`src/rtl/ps2_led_cmd_tx_if.sv`:
```
// ps2_led_cmd_tx_if: request/status and PS/2 transmit-side signals
// slave = LED command sender, master = sequencer plus PS2_Controller side
interface ps2_led_cmd_tx_if;
    logic [2:0] led_state;
    logic       req;
    logic [7:0] received_data;
    logic       received_data_en;
    logic       command_was_sent;
    logic       error_communication_timed_out;
    logic [7:0] the_command;
    logic       send_command;
    logic       busy;
    logic       done;
    logic       error;

    modport slave (
        input  led_state,
        input  req,
        input  received_data,
        input  received_data_en,
        input  command_was_sent,
        input  error_communication_timed_out,
        output the_command,
        output send_command,
        output busy,
        output done,
        output error
    );

    modport master (
        output led_state,
        output req,
        output received_data,
        output received_data_en,
        output command_was_sent,
        output error_communication_timed_out,
        input  the_command,
        input  send_command,
        input  busy,
        input  done,
        input  error
    );
endinterface

```
`src/rtl/ps2_led_cmd_tx.sv`:
```
// ps2_led_cmd_tx: sends keyboard "Set LEDs" (0xED + LED byte) with ACK/resend/timeout.
// Optional LED_AUTO_UPDATE_EN: a change of led_state acts as an internal req.
module ps2_led_cmd_tx #(
    parameter int ACK_TIMEOUT = 2_500_000,
    parameter int MAX_RETRY   = 3,
    parameter int CNT_W       = 22
) (
    input logic             Clock,
    input logic             nReset,
    ps2_led_cmd_tx_if.slave bus
);

    localparam logic [7:0] CMD_SET_LED = 8'hED;
    localparam logic [7:0] KBD_ACK     = 8'hFA;
    localparam logic [7:0] KBD_RESEND  = 8'hFE;
    localparam int         RW = (MAX_RETRY < 1) ? 1 : $clog2(MAX_RETRY + 1);

    typedef enum logic [2:0] {
        S_IDLE,
        S_SEND_ED,
        S_WAIT_TX,
        S_WAIT_ACK,
        S_SEND_LED,
        S_DONE,
        S_ERR
    } state_t;

    state_t           state_q;
    logic [7:0]       cmd_q;
    logic             send_q;
    logic             busy_q;
    logic             done_q;
    logic             err_q;
    logic [CNT_W-1:0] cnt_q;
    logic [RW-1:0]    retry_q;
    logic             pend_q;
    logic [2:0]       led_q;
    logic             sel_led_q;

    logic             auto_chg;
    logic             req_any;
    logic             rx_ack;
    logic             rx_rsnd;
    logic             timeout;
    logic             can_retry;
    state_t           retry_state_d;
    logic [7:0]       led_byte_d;

`ifdef LED_AUTO_UPDATE_EN
    logic [2:0] led_prev_q;
    logic       prime_q;

    // Track led_state; the prime flag forces one update right after reset
    always_ff @(posedge Clock or negedge nReset) begin
        if (!nReset) begin
            led_prev_q <= 3'b000;
            prime_q    <= 1'b1;
        end else begin
            led_prev_q <= bus.led_state;
            prime_q    <= 1'b0;
        end
    end

    assign auto_chg = prime_q | (bus.led_state != led_prev_q);
`else
    assign auto_chg = 1'b0;
`endif

    // Decode keyboard replies, timeout and the retry decision
    always_comb begin
        req_any       = bus.req | auto_chg;
        rx_ack        = bus.received_data_en && (bus.received_data == KBD_ACK);
        rx_rsnd       = bus.received_data_en && (bus.received_data == KBD_RESEND);
        timeout       = (cnt_q == CNT_W'(ACK_TIMEOUT - 1));
        can_retry     = (retry_q < RW'(MAX_RETRY));
        retry_state_d = S_ERR;
        if (can_retry) begin
            retry_state_d = sel_led_q ? S_SEND_LED : S_SEND_ED;
        end
        led_byte_d    = {5'b00000, led_q};
    end

    // Command sequencer with registered outputs
    always_ff @(posedge Clock or negedge nReset) begin
        if (!nReset) begin
            state_q   <= S_IDLE;
            cmd_q     <= 8'h00;
            send_q    <= 1'b0;
            busy_q    <= 1'b0;
            done_q    <= 1'b0;
            err_q     <= 1'b0;
            cnt_q     <= '0;
            retry_q   <= '0;
            pend_q    <= 1'b0;
            led_q     <= 3'b000;
            sel_led_q <= 1'b0;
        end else begin
            done_q <= 1'b0;
            err_q  <= 1'b0;
            if ((state_q != S_IDLE) && req_any) begin
                pend_q <= 1'b1;
            end
            unique case (state_q)
                S_IDLE: begin
                    if (req_any || pend_q) begin
                        state_q   <= S_SEND_ED;
                        busy_q    <= 1'b1;
                        retry_q   <= '0;
                        pend_q    <= 1'b0;
                        led_q     <= bus.led_state;
                        sel_led_q <= 1'b0;
                    end
                end
                S_SEND_ED: begin
                    cmd_q     <= CMD_SET_LED;
                    send_q    <= 1'b1;
                    sel_led_q <= 1'b0;
                    state_q   <= S_WAIT_TX;
                end
                S_SEND_LED: begin
                    cmd_q     <= led_byte_d;
                    send_q    <= 1'b1;
                    sel_led_q <= 1'b1;
                    state_q   <= S_WAIT_TX;
                end
                S_WAIT_TX: begin
                    if (bus.command_was_sent) begin
                        send_q  <= 1'b0;
                        cnt_q   <= '0;
                        state_q <= S_WAIT_ACK;
                    end else if (bus.error_communication_timed_out) begin
                        send_q  <= 1'b0;
                        state_q <= retry_state_d;
                        if (can_retry) begin
                            retry_q <= retry_q + RW'(1);
                        end else begin
                            err_q  <= 1'b1;
                            busy_q <= 1'b0;
                        end
                    end
                end
                S_WAIT_ACK: begin
                    cnt_q <= cnt_q + CNT_W'(1);
                    if (rx_ack) begin
                        if (sel_led_q) begin
                            state_q <= S_DONE;
                            done_q  <= 1'b1;
                            busy_q  <= 1'b0;
                        end else begin
                            state_q <= S_SEND_LED;
                            retry_q <= '0;
                        end
                    end else if (rx_rsnd || timeout) begin
                        state_q <= retry_state_d;
                        if (can_retry) begin
                            retry_q <= retry_q + RW'(1);
                        end else begin
                            err_q  <= 1'b1;
                            busy_q <= 1'b0;
                        end
                    end
                end
                S_DONE: begin
                    state_q <= S_IDLE;
                end
                S_ERR: begin
                    state_q <= S_IDLE;
                end
                default: begin
                    state_q <= S_IDLE;
                end
            endcase
        end
    end

    assign bus.the_command  = cmd_q;
    assign bus.send_command = send_q;
    assign bus.busy         = busy_q;
    assign bus.done         = done_q;
    assign bus.error        = err_q;

endmodule

```
`src/flat_wrapper.sv`:
```
// flat-port wrapper written by rule: the top's interface ports become plain ports
module ps2_led_cmd_tx_flat 
#(
    parameter int ACK_TIMEOUT = 2_500_000,
    parameter int MAX_RETRY   = 3,
    parameter int CNT_W       = 22
)
  (Clock, nReset, bus_led_state, bus_req, bus_received_data, bus_received_data_en, bus_command_was_sent, bus_error_communication_timed_out, bus_the_command, bus_send_command, bus_busy, bus_done, bus_error);
  ps2_led_cmd_tx_if bus_i ();
  input logic Clock;
  input logic nReset;
  input wire logic [$bits(bus_i.led_state)-1:0] bus_led_state;
  input wire logic [$bits(bus_i.req)-1:0] bus_req;
  input wire logic [$bits(bus_i.received_data)-1:0] bus_received_data;
  input wire logic [$bits(bus_i.received_data_en)-1:0] bus_received_data_en;
  input wire logic [$bits(bus_i.command_was_sent)-1:0] bus_command_was_sent;
  input wire logic [$bits(bus_i.error_communication_timed_out)-1:0] bus_error_communication_timed_out;
  output wire logic [$bits(bus_i.the_command)-1:0] bus_the_command;
  output wire logic [$bits(bus_i.send_command)-1:0] bus_send_command;
  output wire logic [$bits(bus_i.busy)-1:0] bus_busy;
  output wire logic [$bits(bus_i.done)-1:0] bus_done;
  output wire logic [$bits(bus_i.error)-1:0] bus_error;
  assign bus_i.led_state = bus_led_state;
  assign bus_i.req = bus_req;
  assign bus_i.received_data = bus_received_data;
  assign bus_i.received_data_en = bus_received_data_en;
  assign bus_i.command_was_sent = bus_command_was_sent;
  assign bus_i.error_communication_timed_out = bus_error_communication_timed_out;
  assign bus_the_command = bus_i.the_command;
  assign bus_send_command = bus_i.send_command;
  assign bus_busy = bus_i.busy;
  assign bus_done = bus_i.done;
  assign bus_error = bus_i.error;
  ps2_led_cmd_tx #(.ACK_TIMEOUT(ACK_TIMEOUT), .MAX_RETRY(MAX_RETRY), .CNT_W(CNT_W)) u_core (.Clock(Clock), .nReset(nReset), .bus(bus_i));
endmodule
```
`config.mk`:
```
export PLATFORM = sky130hd
export DESIGN_NAME = ps2_led_cmd_tx_flat
export DESIGN_NICKNAME = d
export VERILOG_FILES = /design/src/rtl/ps2_led_cmd_tx_if.sv /design/src/rtl/ps2_led_cmd_tx.sv /design/src/flat_wrapper.sv
export SDC_FILE = /design/constraint.sdc
export NUM_CORES = 1
export LEC_CHECK = 0
export BUFFER_PORTS_ARGS = -buffer_cell sky130_fd_sc_hd__buf_2
export CAP_MARGIN = 20
export CORE_ASPECT_RATIO = 0.9
export CORE_MARGIN = 2
export CORE_UTILIZATION = 52
export CTS_CLUSTER_SIZE = 12
export DETAILED_ROUTE_END_ITERATION = 6
export PLACE_DENSITY = 0.87
export SYNTH_ARGS = -nofsm -noshare
export SYNTH_HDL_FRONTEND = slang
export SYNTH_SLANG_ARGS = --single-unit
export TNS_END_PERCENT = 50
```
`constraint.sdc`:
```
create_clock -name Clock -period 1.7 [get_ports Clock]
set_input_delay 0.17 -clock Clock [delete_from_list [all_inputs] [get_ports Clock]]
set_output_delay 0.17 -clock Clock [all_outputs]
set_load 0.05 [all_outputs]
```
==> impl_metrics.csv <==
group,metric,value,unit
run_status,status,"finished, violations left",
run_status,violations,"setup timing",
global_routing,grt_pass1_vias,2117,
drt,vias,2272,
drt,wl_met2,3000,µm
cells_and_area,drive_gt1_share,33.8,%
setup_path,critPathMaxFanout,6,
timing,setup-violations-final,9,
clock_network,cts_max_level,2,
synth,ys_ff_latch,40,
placed_design,place_congestion,0.862,
pwr,totalPowerFinal,4.35,mW
job,maxCapViolCount,0,
setup_path,cp-start-kind,"flip-flop",
global_routing,grt_usage,27.3,%
timing,slew_viol_final,0,
timing,tightest_slew,0.520,ns
timing,period_minus_slack,1.82,ns
floorplan,die-area,0.00479,mm²
floorplan,initial_core_util,54.2,%
synth,ys_types,48,
synth,synth_area_leader_cell,"dfrtp_1",
clock_network,clk_latency,0.31,ns
global_routing,grt_max_degree,41,
drt,drtIter0Drc,279,
setup_path,cp-startpoint,"u_core.cnt_q[4]",
cells_and_area,postLayoutCoreUtil,69.9,%
min_path,hp-start,"bus_led_state[0]",
synth,yosysSeqAreaShare,45.3,%
placed_design,dp_cells,335,
floorplan,core.rowCount,22,
clock_network,cts_tree,"built",
synth,syn_avg_cell_area,9.24,µm²
timing,rsz0062_at_grt,"true",
timing,fin_ws,-0.123,ns
timing,fin_crit_sh,107,%
drt,drt-pass1-iter-count,6,
pwr,clockPowerShare,15.3,%
clock_network,cts_made_buffers,5,
cells_and_area,nets,322,
setup_path,path_class,"reg2reg",
cells_and_area,areaGrowthSynthToFinish,29.0,%
synth,synth_top_area_share,45.3,%
drt,drc,0,
drt,wl_met1,2700,µm
clock_network,cts_sinks,40,
setup_path,crit_required,1.90,ns
global_routing,grt_pass1_wl,9940,µm
synth,synthFlopType,"dfrtp_1",
synth,synthTopCellsByArea,"dfrtp_1, o21ai_0, nand2_1",
cells_and_area,fin_area,0.00285,mm²
floorplan,fp.dieW,72.7,µm
cells_and_area,fillers,294,
global_routing,grt.overflow.total,0,
setup_path,rr_startpoint,"u_core.cnt_q[4]",
floorplan,fp.coreArea,0.00407,mm²
pwr,switchingPower,1.94,mW
drt,dr_wl_met3,500,µm
pwr,p_per_area,1530,mW/mm²
drt,top_layer,"met4",
synth,synth_nets,257,
clock_network,cts_buffer_depth,2,
timing,max_slew_margin,65.3,%
timing,hold_viol_final,0,
setup_path,worstPathArrival,2.02,ns
global_routing,antenna_found_initial,0,
timing,fin_worst_skew,0.0155,ns
pwr,switching_share,44.5,%
cells_and_area,final_cells,353,
synth,synth-edff-count,0,
pwr,comb_power_share,53.0,%
clock_network,cts-root-buf,"clkbuf_8",
cells_and_area,antenna_cells,0,
clock_network,clkTransAtPathRegs,0.08,ns
pwr,power_frac_seq,31.7,%
placed_design,dp_hpwl,3970,µm
drt,avgViaCountPerCell,6.44,
drt,routed_wl,6350,µm
synth,syn_area,0.00221,mm²
synth,synth-async-reset-ratio,100,%
synth,ys.warnings.count,0,
pwr,internal-power,2.42,mW
setup_path,end_kind,"flip-flop",
drt,wire_per_inst,18.0,µm
floorplan,ios,29,
drt,postRouteAntennaNets,0,
floorplan,die-height,65.8,µm
placed_design,postPlaceCellArea,0.00260,mm²
timing,fmax,549,MHz
synth,syn_inst,239,
pwr,p_leak,1.27,nW
pwr,ir_drop,0.000968,V
placed_design,portBuffers,27,
min_path,hp-class,"in2reg",
[layer usage]
layer  track usage, %  vias up
li1                 -     1004
met1             36.6     1120
met2             42.7      125
met3             5.79       23
met4             12.0        0
met5                0        -
[sequential cells by signal, indices dropped and copies added (netlist names)]
name and flops:
u_core.sel_led_q 1, u_core.pend_q 1, u_core.bus.done 1, u_core.retry_q 2, u_core.bus.send_command 1, u_core.bus.the_command 4, u_core.cnt_q 22, u_core.bus.busy 1
u_core.state_q 3, u_core.led_q 3, u_core.bus.error 1
[metrics by stage]
step	hold WS (ns)	setup WS [ns]	TNS [ns]
finish	0.101	-0.123	-0.403
global route	0.0998	-0.192	-1.21
CTS	0.102	-0.0587	-0.146
detailed placement	0.254	-0.0957	-0.236
global placement	0.251	-0.0906	-0.167
floorplan	-0.126	-0.0221	-0.0351
[worst max-delay path: stages (launching register included)]
cell and delay, ns:
dfrtp_1 0.46, nor4b_1 0.26, nand4_1 0.19, nor4_4 0.27
o211a_1 0.24, mux2_4 0.30
[layout make-up]
| type | count | area [µm²] | area share [%] |
|---|---|---|---|
| clock buffer | 7 | 86.3 | 3.03 |
| multi-input combinational | 180 | 1210 | 42.4 |
| tap | 48 | 60.1 | 2.11 |
| inverter | 7 | 26.3 | 0.922 |
| sequential | 40 | 1000 | 35.1 |
| clock inverter | 1 | 7.51 | 0.264 |
| timing repair buffer | 70 | 460 | 16.2 |
[repair_timing]
action,4_1_cts,5_1_grt
endpoints found under the setup margin,8,21
setup buffers,6,2
cloned,1,0
pin swaps,1,7
gates resized for setup,3,13
hold buffers,1,0
endpoints found under the hold margin,40,0
[logic make-up (layout without fill, tap and decap cells)]
logic type / after synthesis / in the layout / synth area share, %
fa+ha+maj: 1 / 1 / 0.566
buf+inv: 20 / 85 / 4.82
flops: 40 / 40 / 45.3
simple gates: 99 / 100 / 24.8
mux: 12 / 12 / 5.67
compound gates: 66 / 66 / 18.6
other cells: 1 / 1 / 0.170
[power by group through the flow]
stage | clock network [mW] | logic [mW] | registers, mW
floorplan | 0 | 1.19 | 1.56
global placement | 0 | 1.91 | 1.36
detailed placement | 0 | 1.98 | 1.38
CTS | 0.670 | 2.12 | 1.36
global route | 0.716 | 2.46 | 1.41
finish | 0.667 | 2.31 | 1.38
[Yosys cell counts, types with 2 or more instances]
cell type and count:
a21oi_1 12, a22oi_1 2, and2_1 2, and3_1 2, buf_4 4, buf_6 2, clkbuf_1 6, dfrtp_1 40
inv_1 7, mux2_2 4, mux2i_1 8, nand2_1 31, nand2b_1 3, nand3_1 9, nand4_1 9, nor2_1 16
nor2b_1 2, nor3_1 6, nor4_1 3, nor4b_1 2, o211ai_1 7, o21a_1 2, o21ai_0 24, o22ai_1 3
o31ai_1 8, or2_2 2, or3_1 2
[final timing paths]
path | cells after the start | slack (ns) | end
max reg2reg | 5 | -0.12 | u_core.retry_q[0]
min | 2 | 0.10 | u_core.led_q[0]
min reg2reg | 1 | 0.49 | u_core.cnt_q[21]
min in group asynchronous | 3 | 0.48 | u_core.state_q[1]
max in group asynchronous | 3 | 0.85 | u_core.cnt_q[18]
max | 5 | -0.12 | u_core.retry_q[0]
[cells in the final DEF, fill, tap and decap left out, types with 4 or more instances in the layout]
master	instances
buf_4	42
dfrtp_1	40
nand2_1	31
buf_2	27
o21ai_0	23
nor2_1	15
a21oi_1	12
nand4_1	9
mux2i_1	8
nand3_1	8
o31ai_1	7
inv_1	7
o211ai_1	7
clkbuf_8	6
nor3_1	4
Power figures use the tool's default switching activity.
